--- src/rtl/eva_ahb_arb_if.sv ---
// eva_ahb_arb_if: requester-side and slave-side AHB-lite signals of the arbiter.
// Per-requester fields are packed side by side; slice i of each field belongs to requester i.
interface eva_ahb_arb_if #(
    parameter int unsigned NUM_M = 2,
    parameter int unsigned AW    = 32,
    parameter int unsigned DW    = 32
);
    // Requester side
    logic [NUM_M-1:0]    m_req;
    logic [2*NUM_M-1:0]  m_htrans;
    logic [NUM_M-1:0]    m_hwrite;
    logic [3*NUM_M-1:0]  m_hsize;
    logic [AW*NUM_M-1:0] m_haddr;
    logic [DW*NUM_M-1:0] m_hwdata;
    logic [NUM_M-1:0]    m_grant;
    logic [NUM_M-1:0]    m_dsel;
    logic                m_hready;
    logic [1:0]          m_hresp;
    logic [DW-1:0]       m_hrdata;

    // Slave side
    logic [1:0]          htrans;
    logic                hwrite;
    logic [2:0]          hsize;
    logic [AW-1:0]       haddr;
    logic [DW-1:0]       hwdata;
    logic                hready_in;
    logic [1:0]          hresp_in;
    logic [DW-1:0]       hrdata_in;

    logic [15:0]         arb_cnt;

    // Arbiter view
    modport slave (
        input  m_req, m_htrans, m_hwrite, m_hsize, m_haddr, m_hwdata,
        input  hready_in, hresp_in, hrdata_in,
        output m_grant, m_dsel, m_hready, m_hresp, m_hrdata,
        output htrans, hwrite, hsize, haddr, hwdata, arb_cnt
    );

    // Environment view: requesters plus the downstream slave
    modport master (
        output m_req, m_htrans, m_hwrite, m_hsize, m_haddr, m_hwdata,
        output hready_in, hresp_in, hrdata_in,
        input  m_grant, m_dsel, m_hready, m_hresp, m_hrdata,
        input  htrans, hwrite, hsize, haddr, hwdata, arb_cnt
    );
endinterface

--- src/rtl/eva_ahb_arb.sv ---
// eva_ahb_arb: round-robin AHB-lite arbiter sharing one master port among NUM_M requesters.
// Address phase follows the registered grant; hwdata follows the separately tracked
// data-phase owner so a handover costs no dead cycle.
module eva_ahb_arb #(
    parameter int unsigned NUM_M = 2,
    parameter int unsigned AW    = 32,
    parameter int unsigned DW    = 32
) (
    input  logic         hclk,
    input  logic         rst_n,
    eva_ahb_arb_if.slave bus
);
    localparam int unsigned IW          = (NUM_M > 1) ? $clog2(NUM_M) : 1;
    localparam logic [1:0]  HTRANS_IDLE = 2'b00;

    logic [NUM_M-1:0] r_grant;
    logic [NUM_M-1:0] r_dsel;
    logic [IW-1:0]    r_last;
    logic [15:0]      r_arb_cnt;

    logic [1:0]       w_htrans;
    logic             w_hwrite;
    logic [2:0]       w_hsize;
    logic [AW-1:0]    w_haddr;
    logic [DW-1:0]    w_hwdata;
    logic             w_own_req;
    logic             w_releasable;
    logic             w_found;
    logic [IW-1:0]    w_win;
    logic [NUM_M-1:0] w_win_oh;

    // Address-phase mux and the owner's request, selected by the registered grant.
    always_comb begin
        w_htrans  = HTRANS_IDLE;
        w_hwrite  = 1'b0;
        w_hsize   = '0;
        w_haddr   = '0;
        w_own_req = 1'b0;
        for (int unsigned i = 0; i < NUM_M; i++) begin
            if (r_grant[i]) begin
                w_htrans  = bus.m_htrans[2*i +: 2];
                w_hwrite  = bus.m_hwrite[i];
                w_hsize   = bus.m_hsize[3*i +: 3];
                w_haddr   = bus.m_haddr[AW*i +: AW];
                w_own_req = bus.m_req[i];
            end
        end
    end

    // Data-phase mux, selected by the data-phase owner.
    always_comb begin
        w_hwdata = '0;
        for (int unsigned i = 0; i < NUM_M; i++) begin
            if (r_dsel[i]) begin
                w_hwdata = bus.m_hwdata[DW*i +: DW];
            end
        end
    end

    // An owner mid-transfer (NONSEQ/SEQ/BUSY with request held) keeps the bus.
    assign w_releasable = (r_grant == '0) || (w_htrans == HTRANS_IDLE) || !w_own_req;

    // Circular search from last+1: first scan above last, then wrap to 0..last.
    always_comb begin
        w_found  = 1'b0;
        w_win    = r_last;
        w_win_oh = '0;
        for (int unsigned i = 0; i < NUM_M; i++) begin
            if (!w_found && bus.m_req[i] && (i > 32'(r_last))) begin
                w_found     = 1'b1;
                w_win       = IW'(i);
                w_win_oh[i] = 1'b1;
            end
        end
        for (int unsigned i = 0; i < NUM_M; i++) begin
            if (!w_found && bus.m_req[i] && (i <= 32'(r_last))) begin
                w_found     = 1'b1;
                w_win       = IW'(i);
                w_win_oh[i] = 1'b1;
            end
        end
    end

    // Grant, data-phase owner and change counter; all frozen while the slave stalls.
    always_ff @(posedge hclk) begin
        if (!rst_n) begin
            r_grant   <= '0;
            r_dsel    <= '0;
            r_last    <= IW'(NUM_M - 1);
            r_arb_cnt <= '0;
        end else if (bus.hready_in) begin
            r_dsel <= w_htrans[1] ? r_grant : '0;
            if (w_releasable) begin
                if (!w_found) begin
                    r_grant <= '0;
                end else if (w_win_oh != r_grant) begin
                    r_grant   <= w_win_oh;
                    r_last    <= w_win;
                    r_arb_cnt <= r_arb_cnt + 16'd1;
                end
            end
        end
    end

    assign bus.m_grant  = r_grant;
    assign bus.m_dsel   = r_dsel;
    assign bus.m_hready = bus.hready_in;
    assign bus.m_hresp  = bus.hresp_in;
    assign bus.m_hrdata = bus.hrdata_in;
    assign bus.htrans   = w_htrans;
    assign bus.hwrite   = w_hwrite;
    assign bus.hsize    = w_hsize;
    assign bus.haddr    = w_haddr;
    assign bus.hwdata   = w_hwdata;
    assign bus.arb_cnt  = r_arb_cnt;
endmodule

--- src/flat_wrapper.sv ---
// flat-port wrapper written by rule: the top's interface ports become plain ports
module eva_ahb_arb_flat 
#(
    parameter int unsigned NUM_M = 2,
    parameter int unsigned AW    = 32,
    parameter int unsigned DW    = 32
)
  (hclk, rst_n, bus_m_req, bus_m_htrans, bus_m_hwrite, bus_m_hsize, bus_m_haddr, bus_m_hwdata, bus_hready_in, bus_hresp_in, bus_hrdata_in, bus_m_grant, bus_m_dsel, bus_m_hready, bus_m_hresp, bus_m_hrdata, bus_htrans, bus_hwrite, bus_hsize, bus_haddr, bus_hwdata, bus_arb_cnt);
  eva_ahb_arb_if #(.NUM_M(NUM_M), .AW(AW), .DW(DW)) bus_i ();
  input  logic hclk;
  input  logic rst_n;
  input wire logic [$bits(bus_i.m_req)-1:0] bus_m_req;
  input wire logic [$bits(bus_i.m_htrans)-1:0] bus_m_htrans;
  input wire logic [$bits(bus_i.m_hwrite)-1:0] bus_m_hwrite;
  input wire logic [$bits(bus_i.m_hsize)-1:0] bus_m_hsize;
  input wire logic [$bits(bus_i.m_haddr)-1:0] bus_m_haddr;
  input wire logic [$bits(bus_i.m_hwdata)-1:0] bus_m_hwdata;
  input wire logic [$bits(bus_i.hready_in)-1:0] bus_hready_in;
  input wire logic [$bits(bus_i.hresp_in)-1:0] bus_hresp_in;
  input wire logic [$bits(bus_i.hrdata_in)-1:0] bus_hrdata_in;
  output wire logic [$bits(bus_i.m_grant)-1:0] bus_m_grant;
  output wire logic [$bits(bus_i.m_dsel)-1:0] bus_m_dsel;
  output wire logic [$bits(bus_i.m_hready)-1:0] bus_m_hready;
  output wire logic [$bits(bus_i.m_hresp)-1:0] bus_m_hresp;
  output wire logic [$bits(bus_i.m_hrdata)-1:0] bus_m_hrdata;
  output wire logic [$bits(bus_i.htrans)-1:0] bus_htrans;
  output wire logic [$bits(bus_i.hwrite)-1:0] bus_hwrite;
  output wire logic [$bits(bus_i.hsize)-1:0] bus_hsize;
  output wire logic [$bits(bus_i.haddr)-1:0] bus_haddr;
  output wire logic [$bits(bus_i.hwdata)-1:0] bus_hwdata;
  output wire logic [$bits(bus_i.arb_cnt)-1:0] bus_arb_cnt;
  assign bus_i.m_req = bus_m_req;
  assign bus_i.m_htrans = bus_m_htrans;
  assign bus_i.m_hwrite = bus_m_hwrite;
  assign bus_i.m_hsize = bus_m_hsize;
  assign bus_i.m_haddr = bus_m_haddr;
  assign bus_i.m_hwdata = bus_m_hwdata;
  assign bus_i.hready_in = bus_hready_in;
  assign bus_i.hresp_in = bus_hresp_in;
  assign bus_i.hrdata_in = bus_hrdata_in;
  assign bus_m_grant = bus_i.m_grant;
  assign bus_m_dsel = bus_i.m_dsel;
  assign bus_m_hready = bus_i.m_hready;
  assign bus_m_hresp = bus_i.m_hresp;
  assign bus_m_hrdata = bus_i.m_hrdata;
  assign bus_htrans = bus_i.htrans;
  assign bus_hwrite = bus_i.hwrite;
  assign bus_hsize = bus_i.hsize;
  assign bus_haddr = bus_i.haddr;
  assign bus_hwdata = bus_i.hwdata;
  assign bus_arb_cnt = bus_i.arb_cnt;
  eva_ahb_arb #(.NUM_M(NUM_M), .AW(AW), .DW(DW)) u_core (.hclk(hclk), .rst_n(rst_n), .bus(bus_i));
endmodule
--- config.mk ---
export PLATFORM = sky130hd
export DESIGN_NAME = eva_ahb_arb_flat
export DESIGN_NICKNAME = d
export VERILOG_FILES = /design/src/rtl/eva_ahb_arb_if.sv /design/src/rtl/eva_ahb_arb.sv /design/src/flat_wrapper.sv
export SDC_FILE = /design/constraint.sdc
export NUM_CORES = 1
export LEC_CHECK = 0
export ABC_CLOCK_PERIOD_IN_PS = 4700
export CAP_MARGIN = 20
export CORE_AREA = 3 3 117 119
export CTS_CLUSTER_DIAMETER = 100
export DETAILED_ROUTE_END_ITERATION = 8
export DIE_AREA = 0 0 120 122
export MAX_ROUTING_LAYER = met4
export PLACE_DENSITY = 0.67
export SYNTH_ARGS = -nofsm -noshare
export SYNTH_HDL_FRONTEND = slang
export SYNTH_SLANG_ARGS = --single-unit
--- constraint.sdc ---
create_clock -name hclk -period 4.7 [get_ports hclk]
set_input_delay 0.94 -clock hclk [delete_from_list [all_inputs] [get_ports hclk]]
set_output_delay 0.94 -clock hclk [all_outputs]
set_load 0.005 [all_outputs]
==> summary.md <==
### Run status
* run status: finished clean

### Critical path
* critical path arrival: 2.23 ns
* Setup crit start kind: input pin
* required time of the worst setup path: 3.76 ns
* Setup crit end kind: output pin
* category of the critical setup timing path: in2out
* crit path max fanout: 3

### Synth
* number of nets produced by synthesis: 420
* number of synthesized flops with an enable pin: 0
* Most used DFF post-synth: dfxtp_1
* FFs w/ async S/R, synth: 0%
* flip-flop and latch count after synthesis: 21
* number of different library cells in the post-synthesis netlist: 35
* synth warn: 0
* sequential fraction of the synthesis area: 21.2%
* Post-Synthesis Mean Instance Area: 8.26 um2
* post-synth design cell area: 1980 um2
* Gate Count Post-Synth: 240

### Die
* die area: 14600 um2
* # IOs: 304
* Die Y-Extent: 122 um
* core area: 12700 um2
* number of rows created at floorplan: 41
* effective utilization at floorplan: 15.6%
* die width: 120 um

### Global route
* global router's overall resource usage: 12.7%
* via count of the first global-routing pass: 2566
* largest net degree at the start of global routing: 46
* grt ovf: 0
* initial antenna violation count: 1
* global-route wire length before repair: 14.6 mm

### Timing
* maximum clock frequency: 315 MHz
* Max-slew headroom: 30.9%
* post-route clock skew: 0.00701 ns
* final worst slack: 1.53 ns
* worst slew pin tran: 1.04 ns
* Final period util: 67.5%
* Min Clock Period, post-route: 3.17 ns
* number of max-slew violations in the final report: 0
* unrepaired setup endpoints after global routing: false
* endpoints failing setup: 0
* sum of negative setup slack: 0 ns
* Final Hold Fails: 0

### Final layout
* number of nets in the layout: 609
* # fillers: 1325
* utilization after layout: 34.2%
* synth-to-layout area growth: 118%
* layout cell share with drive strength beyond 1: 3.27%

### Clock tree
* sinks on the clock net: 21
* root buffer cell: clkbuf_16
* CTS hold repair buffers: 0
* number of gates resized after cts: 0
* maximum clock path buffer count: 2
* buffers inserted by post-CTS timing repair: 0
* clock transition at the registers of the reported paths: 0.06 ns
* maximum level of the CTS H-tree: 1
* clock tree from TritonCTS: yes
* Clk Latency, worst-skew pair: 0.26 ns
* clock buffers created by TritonCTS: 3

### Routing
* DR DRC count: 0
* iteration-0 DRC count of the detailed router: 116
* total via count after detailed routing: 2635
* Avg WL per Cell: 17.0 um
* Post-Route WL: 10.2 mm
* first-pass iteration count of the detailed router: 4
* DRT antenna net count: 0
* Avg Vias per Cell: 4.38

### Power and ir drop
* total power per unit cell area: 143 nW/um2
* Worst IR Drop VDD: 0.000136 V
* leakage dissipation: 1.49 nW

### Job
* Max-Cap Viols: 0

### Placement
* dpl ws: 1.50 ns
* HPWL Detailed: 8.54 mm
* count of input and output buffers: 235
* final weighted congestion in routability-driven placement: 0.842

### Worst hold path
* HP Class: reg2reg

-- area by class of cell --
| cell class | instances | area, um2 | share of cell area (%) |
|---|---|---|---|
| inverter | 3 | 11.3 | 0.260 |
| antenna | 1 | 2.50 | 0.0578 |
| clock buffer | 3 | 75.1 | 1.73 |
| clock inverter | 1 | 7.51 | 0.173 |
| timing repair buffer | 239 | 2380 | 55.0 |
| tap | 172 | 215 | 4.97 |
| multi-input combinational | 161 | 1220 | 28.1 |
| sequential | 21 | 420 | 9.71 |
-- placed cells by master (no fill, tap or decap), types with 2 or more instances in the layout --
master           synthesis  final
a21oi_1                  6      6
a22o_1                  70     70
buf_4                   35      4
clkbuf_16                0      3
clkdlybuf4s50_1          0    235
dfxtp_1                 21     21
inv_1                    2      2
mux2i_1                  4      4
nand2_1                  7      7
nand2b_1                 6      6
nand3_1                  5      5
nand4_1                  4      4
nor2_1                  16     16
nor2b_2                  0      2
nor4_1                  10     10
nor4b_1                  2      2
xnor2_1                 13     13
-- cells by family after synthesis --
group | after synthesis | synth area share, %
flops | 21 | 21.2
compound gates | 81 | 35.4
buf+inv | 58 | 17.7
xor+xnor | 13 | 5.74
simple gates | 62 | 17.3
fa+ha+maj | 1 | 0.631
mux | 4 | 2.02
-- worst paths after layout --
path | startpoint | to | slack, ns | cells after the start
setup / recovery | bus_m_htrans[3] | bus_htrans[1] | 1.53 | 3
hold / removal | u_core.bus.m_dsel[1] | u_core.bus.m_dsel[1] | 0.48 | 2
setup reg to reg | u_core.bus.m_grant[1] | u_core.bus.arb_cnt[15] | 2.36 | 6
hold reg to reg | u_core.bus.m_dsel[1] | u_core.bus.m_dsel[1] | 0.48 | 2
-- layer usage --
layer | vias to the layer above | GRT usage, % | wire, um
met5 | - | - | 0
met3 | 18 | 3.02 | 689
met1 | 1245 | 15.0 | 4080
li1 | 1251 | - | -
met4 | 0 | 2.43 | 110
met2 | 121 | 22.0 | 5340
-- stage by stage --
stage	instance area [um2]	instances	power [mW]	hold WS (ns)
floorplan	1980	240	0.270	0.449
global placement	4250	596	0.438	0.469
detailed placement	4250	596	0.441	0.468
CTS	4330	600	0.628	0.480
global route	4330	601	0.648	0.506
finish	4330	601	0.621	0.479
-- cell usage after synthesis, types with 2 or more instances --
| cell | n | share of area [%] |
|---|---|---|
| mux2i_1 | 4 | 2.0 |
| buf_1 | 2 | 0.38 |
| dfxtp_1 | 21 | 21 |
| nand2_1 | 7 | 1.3 |
| nor2_1 | 16 | 3.0 |
| nand2b_1 | 6 | 1.9 |
| a22o_1 | 70 | 31 |
| nand4_1 | 4 | 1.3 |
| a21oi_1 | 6 | 1.5 |
| nor2b_1 | 2 | 0.63 |
| nor4b_1 | 2 | 0.88 |
| clkbuf_1 | 17 | 3.2 |
| nor4_1 | 10 | 3.2 |
| nand3_1 | 5 | 1.3 |
| xnor2_1 | 13 | 5.7 |
| inv_1 | 2 | 0.38 |
| buf_4 | 35 | 13 |
-- worst max-delay path, cell delays in order --
cell	delay, ns
clkdlybuf4s50_1	0.52
a22o_1	0.19
clkdlybuf4s50_1	0.58
-- registers in the layout (all words and copies together), names as in the netlist --
signal              flops
u_core.bus.arb_cnt     16
u_core.bus.m_dsel       2
u_core.r_last           1
u_core.bus.m_grant      2
-- power breakdown --
part           internal (mW)  switching, mW  leakage (nW)
sequential             0.181        0.00384         0.170
clock                  0.115         0.0698        0.0371
combinational          0.175         0.0759          1.28
(Power assumes the default switching activity.)
